--- src/rtl/led_spinner_pkg.sv ---
// Shared constants, types and helpers for the LED spinner game.
// Step limits are divide counts of the system clock for each selectable step rate.
package led_spinner_pkg;

  localparam int unsigned CLK_FREQ_HZ_DEF     = 32'd50_000_000;
  localparam int unsigned DEFAULT_STEP_HZ_DEF = 32'd1000;

  localparam int PRESC_W = 26;
  localparam int NUM_POS = 6;

  typedef logic [2:0]         pos_t;
  typedef logic [PRESC_W-1:0] presc_t;

  localparam pos_t POS_LAST = 3'd5;

  localparam int SEG_A = 0;
  localparam int SEG_B = 1;
  localparam int SEG_C = 2;
  localparam int SEG_D = 3;
  localparam int SEG_E = 4;
  localparam int SEG_F = 5;
  localparam int SEG_G = 6;

  function automatic presc_t step_limit(input int unsigned freq_hz, input int unsigned step_hz);
    return presc_t'(freq_hz / step_hz);
  endfunction

  localparam presc_t LIM_2HZ     = step_limit(CLK_FREQ_HZ_DEF, 32'd2);
  localparam presc_t LIM_5HZ     = step_limit(CLK_FREQ_HZ_DEF, 32'd5);
  localparam presc_t LIM_10HZ    = step_limit(CLK_FREQ_HZ_DEF, 32'd10);
  localparam presc_t LIM_20HZ    = step_limit(CLK_FREQ_HZ_DEF, 32'd20);
  localparam presc_t LIM_DEFAULT = step_limit(CLK_FREQ_HZ_DEF, DEFAULT_STEP_HZ_DEF);

  // Out-of-range positions fall back to segment a so exactly one segment is ever lit.
  function automatic logic [6:0] seg_encode(input pos_t pos);
    logic [6:0] seg;
    case (pos)
      3'd0:    seg = 7'b000_0001;
      3'd1:    seg = 7'b000_0010;
      3'd2:    seg = 7'b000_0100;
      3'd3:    seg = 7'b000_1000;
      3'd4:    seg = 7'b001_0000;
      3'd5:    seg = 7'b010_0000;
      default: seg = 7'b000_0001;
    endcase
    return seg;
  endfunction

endpackage

--- src/rtl/led_spinner_tick_gen.sv ---
// Speed decode and step prescaler: issues a one-cycle tick every L cycles, held at zero while frozen.
module led_spinner_tick_gen
  import led_spinner_pkg::*;
#(
  parameter int unsigned CLK_FREQ_HZ     = CLK_FREQ_HZ_DEF,
  parameter int unsigned DEFAULT_STEP_HZ = DEFAULT_STEP_HZ_DEF
) (
  input  logic       clk,
  input  logic       rst_n,
  input  logic [3:0] speed,
  input  logic       hold,
  output logic       tick
);

  localparam presc_t L_2HZ  = step_limit(CLK_FREQ_HZ, 32'd2);
  localparam presc_t L_5HZ  = step_limit(CLK_FREQ_HZ, 32'd5);
  localparam presc_t L_10HZ = step_limit(CLK_FREQ_HZ, 32'd10);
  localparam presc_t L_20HZ = step_limit(CLK_FREQ_HZ, 32'd20);
  localparam presc_t L_DEF  = step_limit(CLK_FREQ_HZ, DEFAULT_STEP_HZ);

  presc_t limit_s;
  presc_t prescaler_q;
  presc_t prescaler_d;

  always_comb begin
    case (speed)
      4'b0001: limit_s = L_2HZ;
      4'b0010: limit_s = L_5HZ;
      4'b0100: limit_s = L_10HZ;
      4'b1000: limit_s = L_20HZ;
      default: limit_s = L_DEF;
    endcase
  end

  // The >= compare lets a switch to a shorter period fire immediately instead of wrapping.
  always_comb begin
    prescaler_d = prescaler_q;
    tick        = 1'b0;
    if (hold) begin
      prescaler_d = '0;
      tick        = 1'b0;
    end else if (prescaler_q >= (limit_s - 26'd1)) begin
      prescaler_d = '0;
      tick        = 1'b1;
    end else begin
      prescaler_d = prescaler_q + 26'd1;
      tick        = 1'b0;
    end
  end

  always_ff @(posedge clk) begin
    if (!rst_n) begin
      prescaler_q <= '0;
    end else begin
      prescaler_q <= prescaler_d;
    end
  end

endmodule

--- src/rtl/led_spinner_game.sv ---
// Spinner game top: position register, segment encode and win (decimal point) logic.
// Optional INPUT_SYNC_EN adds 2-flop synchronizers on stop_wheel_in and guess_bits_in.
module led_spinner_game
  import led_spinner_pkg::*;
#(
  parameter int unsigned CLK_FREQ_HZ     = CLK_FREQ_HZ_DEF,
  parameter int unsigned DEFAULT_STEP_HZ = DEFAULT_STEP_HZ_DEF
) (
  input  logic       clk,
  input  logic       rst_n,
  input  logic [3:0] speed_bits_in,
  input  logic       stop_wheel_in,
  input  logic [5:0] guess_bits_in,
  output logic [6:0] seg_bits_out,
  output logic       dp_on_out
);

  logic       stop_s;
  logic [5:0] guess_s;
  logic       tick_s;
  logic [7:0] guess_ext_s;
  pos_t       pos_q;
  pos_t       pos_d;
  logic [6:0] seg_q;
  logic       dp_q;
  logic       dp_d;

`ifdef INPUT_SYNC_EN
  logic [1:0] stop_sync_q;
  logic [5:0] guess_sync1_q;
  logic [5:0] guess_sync2_q;

  always_ff @(posedge clk) begin
    if (!rst_n) begin
      stop_sync_q   <= 2'b00;
      guess_sync1_q <= 6'b00_0000;
      guess_sync2_q <= 6'b00_0000;
    end else begin
      stop_sync_q   <= {stop_sync_q[0], stop_wheel_in};
      guess_sync1_q <= guess_bits_in;
      guess_sync2_q <= guess_sync1_q;
    end
  end

  assign stop_s  = stop_sync_q[1];
  assign guess_s = guess_sync2_q;
`else
  assign stop_s  = stop_wheel_in;
  assign guess_s = guess_bits_in;
`endif

  led_spinner_tick_gen #(
    .CLK_FREQ_HZ     (CLK_FREQ_HZ),
    .DEFAULT_STEP_HZ (DEFAULT_STEP_HZ)
  ) u_tick_gen (
    .clk   (clk),
    .rst_n (rst_n),
    .speed (speed_bits_in),
    .hold  (stop_s),
    .tick  (tick_s)
  );

  // Padding lets an illegal pos index safely; those bits read as "no guess".
  assign guess_ext_s = {2'b00, guess_s};

  always_comb begin
    pos_d = pos_q;
    if (pos_q > POS_LAST) begin
      pos_d = 3'd0;
    end else if (tick_s) begin
      pos_d = (pos_q == POS_LAST) ? 3'd0 : pos_q + 3'd1;
    end else begin
      pos_d = pos_q;
    end
    dp_d = stop_s & guess_ext_s[pos_q];
  end

  always_ff @(posedge clk) begin
    if (!rst_n) begin
      pos_q <= 3'd0;
      seg_q <= 7'b000_0001;
      dp_q  <= 1'b0;
    end else begin
      pos_q <= pos_d;
      seg_q <= seg_encode(pos_q);
      dp_q  <= dp_d;
    end
  end

  assign seg_bits_out = seg_q;
  assign dp_on_out    = dp_q;

endmodule

--- config.mk ---
export PLATFORM = sky130hd
export DESIGN_NAME = led_spinner_game
export DESIGN_NICKNAME = d
export VERILOG_FILES = /design/src/rtl/led_spinner_pkg.sv /design/src/rtl/led_spinner_tick_gen.sv /design/src/rtl/led_spinner_game.sv
export SDC_FILE = /design/constraint.sdc
export NUM_CORES = 1
export LEC_CHECK = 0
export ABC_AREA = 1
export ABC_CLOCK_PERIOD_IN_PS = 3950
export BUFFER_PORTS_ARGS = -buffer_cell sky130_fd_sc_hd__buf_4
export CAP_MARGIN = 20
export CORE_MARGIN = 2
export CORE_UTILIZATION = 60
export DETAILED_ROUTE_END_ITERATION = 12
export PLACE_DENSITY = 0.9
export SLEW_MARGIN = 30
export SYNTH_ARGS = -nofsm -noshare
export SYNTH_HDL_FRONTEND = slang
export SYNTH_SLANG_ARGS = --single-unit
export TNS_END_PERCENT = 20
--- constraint.sdc ---
create_clock -name clk -period 3.95 [get_ports clk]
set_clock_uncertainty 0.1 [all_clocks]
set_input_delay 0.395 -clock clk [delete_from_list [all_inputs] [get_ports clk]]
set_output_delay 0.395 -clock clk [all_outputs]
set_load 0.1 [all_outputs]
# Word level (Yosys, flattened, before mapping)
# Index checks and enable logic that the tools add are counted.
word_totals:
  latch_bits: 0
  ramBits: 0
  register_bits: 37
  mem_bits_ro: 0
  out_inout_bits: 8
  n_memories: 0
classes:
  bitwise: 2
  magnitude_cmp: 3
  n_eq_ne: 9
  multipliers: 0
  shifts: 0
  add_sub_neg: 3
  mux: 7
  div_mod_pow: 0
  n_reduce_logical: 2
op_table:
  columns: ["operator", "n"]
  rows:
  - ["one-hot mux 25 bit (4 select lines)", 1]
  - ["one-hot mux 6 bit (5 select lines)", 1]
  - ["adder 26 x 1 -> 26 bit (second input constant)", 1]
  - [">= comparator 26 bit", 1]
  - ["subtractor 25 x 1 -> 26 bit (second input constant)", 1]
  - ["equality test 3 x 2 -> 1 bit (second input constant)", 2]
  - ["equality test 3 bit (second input constant)", 2]
  - ["equality test 4 x 1 -> 1 bit (second input constant)", 1]
  - ["equality test 4 x 2 -> 1 bit (second input constant)", 1]
  - ["equality test 4 x 3 -> 1 bit (second input constant)", 1]
  - ["equality test 4 bit (second input constant)", 1]
  - ["< comparator 3 x 4 -> 1 bit (second input constant)", 1]
  - ["adder 3 x 1 -> 3 bit (second input constant)", 1]
  - ["binary-select mux 1 bit (select 3 bit)", 1]
  - ["equality test 3 x 1 -> 1 bit (second input constant)", 1]
  - ["> comparator 3 bit (second input constant)", 1]
  - ["two-way mux 1 bit", 3]
  - ["two-way mux 3 bit", 1]
  - ["OR reduction 3 bit", 1]
  - ["OR reduction 2 bit", 1]
  - ["bitwise AND 1 bit", 1]
  - ["NOT 1 bit", 1]

# Logic depth before layout (Yosys ltp)
depth:
  word_depth: 6
  ltp_mapped: 19
  mapped_depth_nobuf: 18

# Modules after synthesis
# From an unflattened synthesis, not the netlist that was laid out.
unflattened:
  cells_unflattened: 379
  hier_area_um2: 2588.7
modules_own_cells:
  columns: ["module", "cells_per_inst", "n_inst", "area_per_inst_um2"]
  rows:
  - ["led_spinner_tick_gen", 319, 1, 2152.1]
  - ["led_spinner_game", 60, 1, 436.7]

# Worst setup path after synthesis
# Ideal clock, no wire load.
synth_timing:
  path_type: "input to register"
  from: "input port speed_bits_in[2]"
  to: "register u_tick_gen.prescaler_q[22]"
  setup_slack_ns: 1.551
  path_stages: 17
  required_time_ns: 3.784
  t_arrival_ns: 2.233
  setup_ns: 0.066
  path_cell_list: "nor2_1 -> inv_1 -> nor3_2 -> nor2_1 -> inv_1 -> nor2_1 -> ha_1 -> nand2_1 -> inv_1 -> o21ai_0 -> nand3_1 -> nand2_1 -> nand3_2 -> nor2_4 -> nand2_4 -> buf_8 -> a21oi_2"
synth_via:
  elab_chain_len: 5
  word_cells_on_any_way: 8
  classes_between: "add/sub: 1; order compare: 1; eq/ne: 4; mux: 1; reduce/logical: 1"
synth_lines:
  columns: ["item", "line_no", "source"]
  rows:
  - ["from (decl)", "led_spinner_game.sv:11", "input logic [3:0] speed_bits_in,"]
  - ["equality test 4 bit, or another cell as far along", "led_spinner_tick_gen.sv:26", "case (speed)"]
  - ["one-hot mux 25 bit (4 select lines) (*)", "led_spinner_tick_gen.sv:26", null]
  - ["subtractor 25 x 1 -> 26 bit (*)", "led_spinner_tick_gen.sv:42", "end else if (prescaler_q >= (limit_s - 26'd1)) begin"]
  - [">= comparator 26 bit (*)", "led_spinner_tick_gen.sv:42", null]
  - ["OR reduction 3 bit (no source line) (*)", null, null]
  - ["to (signal assigned)", "led_spinner_tick_gen.sv:55", "prescaler_q <= prescaler_d;"]
  - ["to (decl)", "led_spinner_tick_gen.sv:22", "presc_t prescaler_q;"]
# Every way passes the cells marked *; elsewhere a longest branch is shown, timed or not.
# A chain may end at the register's enable or synchronous reset.

# Final worst setup path
layout_timing:
  from: "input port speed_bits_in[2]"
  to: "register u_tick_gen.prescaler_q[25]"
# Same word-level chain as after synthesis.

==> key figures <==
Logic synthesis
  • Biggest area consumer among synthesized cells: dfxtp_1
  • Count of cell types in the netlist: 32
  • Asr flop ratio synth: 0
  • Main flop type after synthesis: dfxtp_1
  • Synthesized netlist cell count: 365
  • Syn Nets: 402
  • EDFF count, synth: 0
  • Post-Synthesis Cell Area: 2510 sq um
  • Syn avg cell area: 6.87 sq um
  • Seq/Total Area, Yosys: 0.287
  • Yosys reg bits: 36
  • Ys Warns: 0
  • Top cell type's share of synthesized area: 0.287
  • Top post-synthesis cells by area: dfxtp_1, nand2_1, ha_1

Clock tree
  • Worst-case clock buffer depth: 2
  • CTS Buf Count: 5
  • Cts hold-fix bufs: 0
  • Cts repair resizes: 0
  • H-tree levels: 2
  • TritonCTS Sinks: 36
  • Worst-path clk slew: approximately 70 ps
  • Worst skew pair latency: 290 ps
  • Post-CTS setup buffers: 0
  • Root Driver: clkbuf_8
  • TritonCTS clock tree: yes

Drt
  • DRC viols: 0
  • Routed vias: between 2000 and 2500
  • DRT Pass-1 Iters: 5
  • Final wirelength: 5430 microns
  • ANT nets after route: 0
  • Wire per inst: around 12 microns
  • Iter 0 DRT Violations: between 90 and 100
  • Via-to-Cell Ratio: 5.23

Worst hold path
  • Hold Path Class: input pin to flop

Cells and area
  • Finished Core Util: 0.692
  • Area growth, synth to finish: 10.3%
  • N_diodes: 0
  • Nets@finish: 424
  • Layout cells sized above 1: 0.142
  • Most common cell after layout, fill and taps aside: nand2_1
  • Commonest non-fill, non-tap cells in the layout: nand2_1, inv_1, nor2_1

Global route
  • Antenna violations before repair: 0
  • Grt total ovfl: 0
  • Vias in the first global route: 2206
  • GRT Overall Usage: 0.268
  • Largest net degree at the start of global routing: 27
  • First-pass GRT wire length: 9250 microns

Setup path
  • Worst-path cell chain: buf_4 > nor2_1 > inv_1 > nor3_2 > nor2_1 > inv_1 > nor2_1 > ha_1 > nand2_1 > inv_1 > o21ai_0 > nand3_1 > nand2_1 > nand3_2 > nor2_4 > nand2_4 > a21oi_1
  • Setup slack, reg-to-reg: 1950 ps
  • WP data arrival: ~2900 ps
  • WP data required: 4070 ps
  • Slowest stage delay, CP: 410 ps
  • Worst Path Max Fanout: 26
  • Crit Path Category: input pin to flop
  • Crit end category: flop
  • Crit path launch type: input pin
  • Crit path max-delay cell type: nor3_2

Timing
  • Final min period: 2730 ps
  • RSZ-0062 raised after global routing: false
  • Endpoints failing setup: 0
  • Max Clk Rate: ~0.37 GHz
  • Slew HR: 0.643
  • Slew @ Worst Pin: 532 ps
  • Fin crit share: 0.692
  • Final Slew Violations: 0
  • Setup tns final: 0 ps
  • Final hold vios: 0

Power
  • Sequential share of power: 0.526
  • P_int: 0.527 mW
  • Worst vdd ir: 0.265 mV
  • P_leak: 1.27 nW
  • Net Sw Frac: 0.241
  • Switching Power: 0.168 mW
  • Logic pwr share: 0.087
  • P per Cell Area: around 250 nW/um^2
  • Clock power share: 0.387
  • Total power: 0.695 mW

Placed design
  • DP HPWL: between 4000 and 5000 microns
  • IO Port Bufs: 19
  • GPL Wtd Cong: a little over 0.9

Floorplanning
  • Chip width: 68.7 microns
  • Core Footprint: 4000 sq um
  • DIE AREA: ~4700 sq um
  • Initial core utilization: 0.627
  • Num rows: 23
  • Die Y: 68.7 microns
  • IO Count: 21

Run
  • Max cap viols: 0

Run status
  • Outcome: complete, no violations
==> critical path: cells and delay by family <==
family | cells | cell delay [ps]
AOI/OAI and AO/OA | 2 | 330
adders and majority gates | 1 | 280
buffers and inverters | 4 | 370
and+or+nand+nor | 10 | 1480
==> metal layers <==
layer	up-vias	part of all wire	global-route usage
met5	-	0	0
met1	1015	0.41	0.292
li1	1186	-	-
met4	0	0.033	0.138
met3	17	0.052	0.0487
met2	71	0.51	0.490
==> synthesized netlist by cell type (3+ instances only) <==
| cell | instances |
|---|---|
| nor2_2 | 5 |
| inv_1 | 55 |
| a21oi_2 | 3 |
| dfxtp_1 | 36 |
| o21ai_0 | 4 |
| nand4_1 | 5 |
| nor3_2 | 5 |
| xor2_1 | 9 |
| nand2_2 | 4 |
| nor2_1 | 53 |
| nand3_1 | 17 |
| or2_0 | 4 |
| nor3_1 | 10 |
| nor3_4 | 3 |
| a21oi_1 | 19 |
| ha_1 | 24 |
| inv_2 | 4 |
| xnor2_1 | 6 |
| nand2_1 | 82 |
==> stage by stage <==
step                std cells  hold slack (ps)  setup WS [ps]  area [sq um]
finish                    438              188           1220          2770
global route              438              205            976          2770
CTS                       438              182           1240          2770
detailed placement        430              373            950          2680
global placement          430              365           1050          2680
floorplan                 365              350           1550          2510
==> state kept, by name (all words and copies together), names as in the netlist <==
register	count
u_tick_gen.prescaler_q	26
seg_bits_out	6
pos_q	3
dp_on_out	1
==> kinds of logic after synthesis <==
family,synth area share
AO/OA/AOI/OAI,0.0623
XOR/XNOR,0.0524
adder cells (fa/ha/maj),0.120
buffers and inverters,0.103
flip-flops,0.287
other,0.00299
AND/OR/NAND/NOR,0.372
==> path summary, 6_finish.rpt <==
check | from | endpoint | cells after the start
worst min-delay path | rst_n | seg_bits_out[0] | 2
worst max register to register | u_tick_gen.prescaler_q[5] | u_tick_gen.prescaler_q[25] | 10
worst max-delay path | speed_bits_in[2] | u_tick_gen.prescaler_q[25] | 17
worst min register to register | u_tick_gen.prescaler_q[0] | u_tick_gen.prescaler_q[0] | 1
==> power by group through the flow <==
stage          combinational (mW)  clock [mW]  sequential (mW)
6_report                   0.0605       0.269            0.365
3_3_place_gp               0.0584           0            0.374
5_1_grt                    0.0681       0.288            0.365
2_1_floorplan              0.0419           0            0.376
3_5_place_dp               0.0603           0            0.374
4_1_cts                    0.0608       0.274            0.365
==> area by class of cell <==
cell class	count	area, sq um
multi-input combinational	266	1530
fill	338	1230
sequential	36	721
inverter	59	221
timing repair buffer	19	143
clock buffer	8	90.1
tap	50	62.6
(Power assumes the default switching activity.)
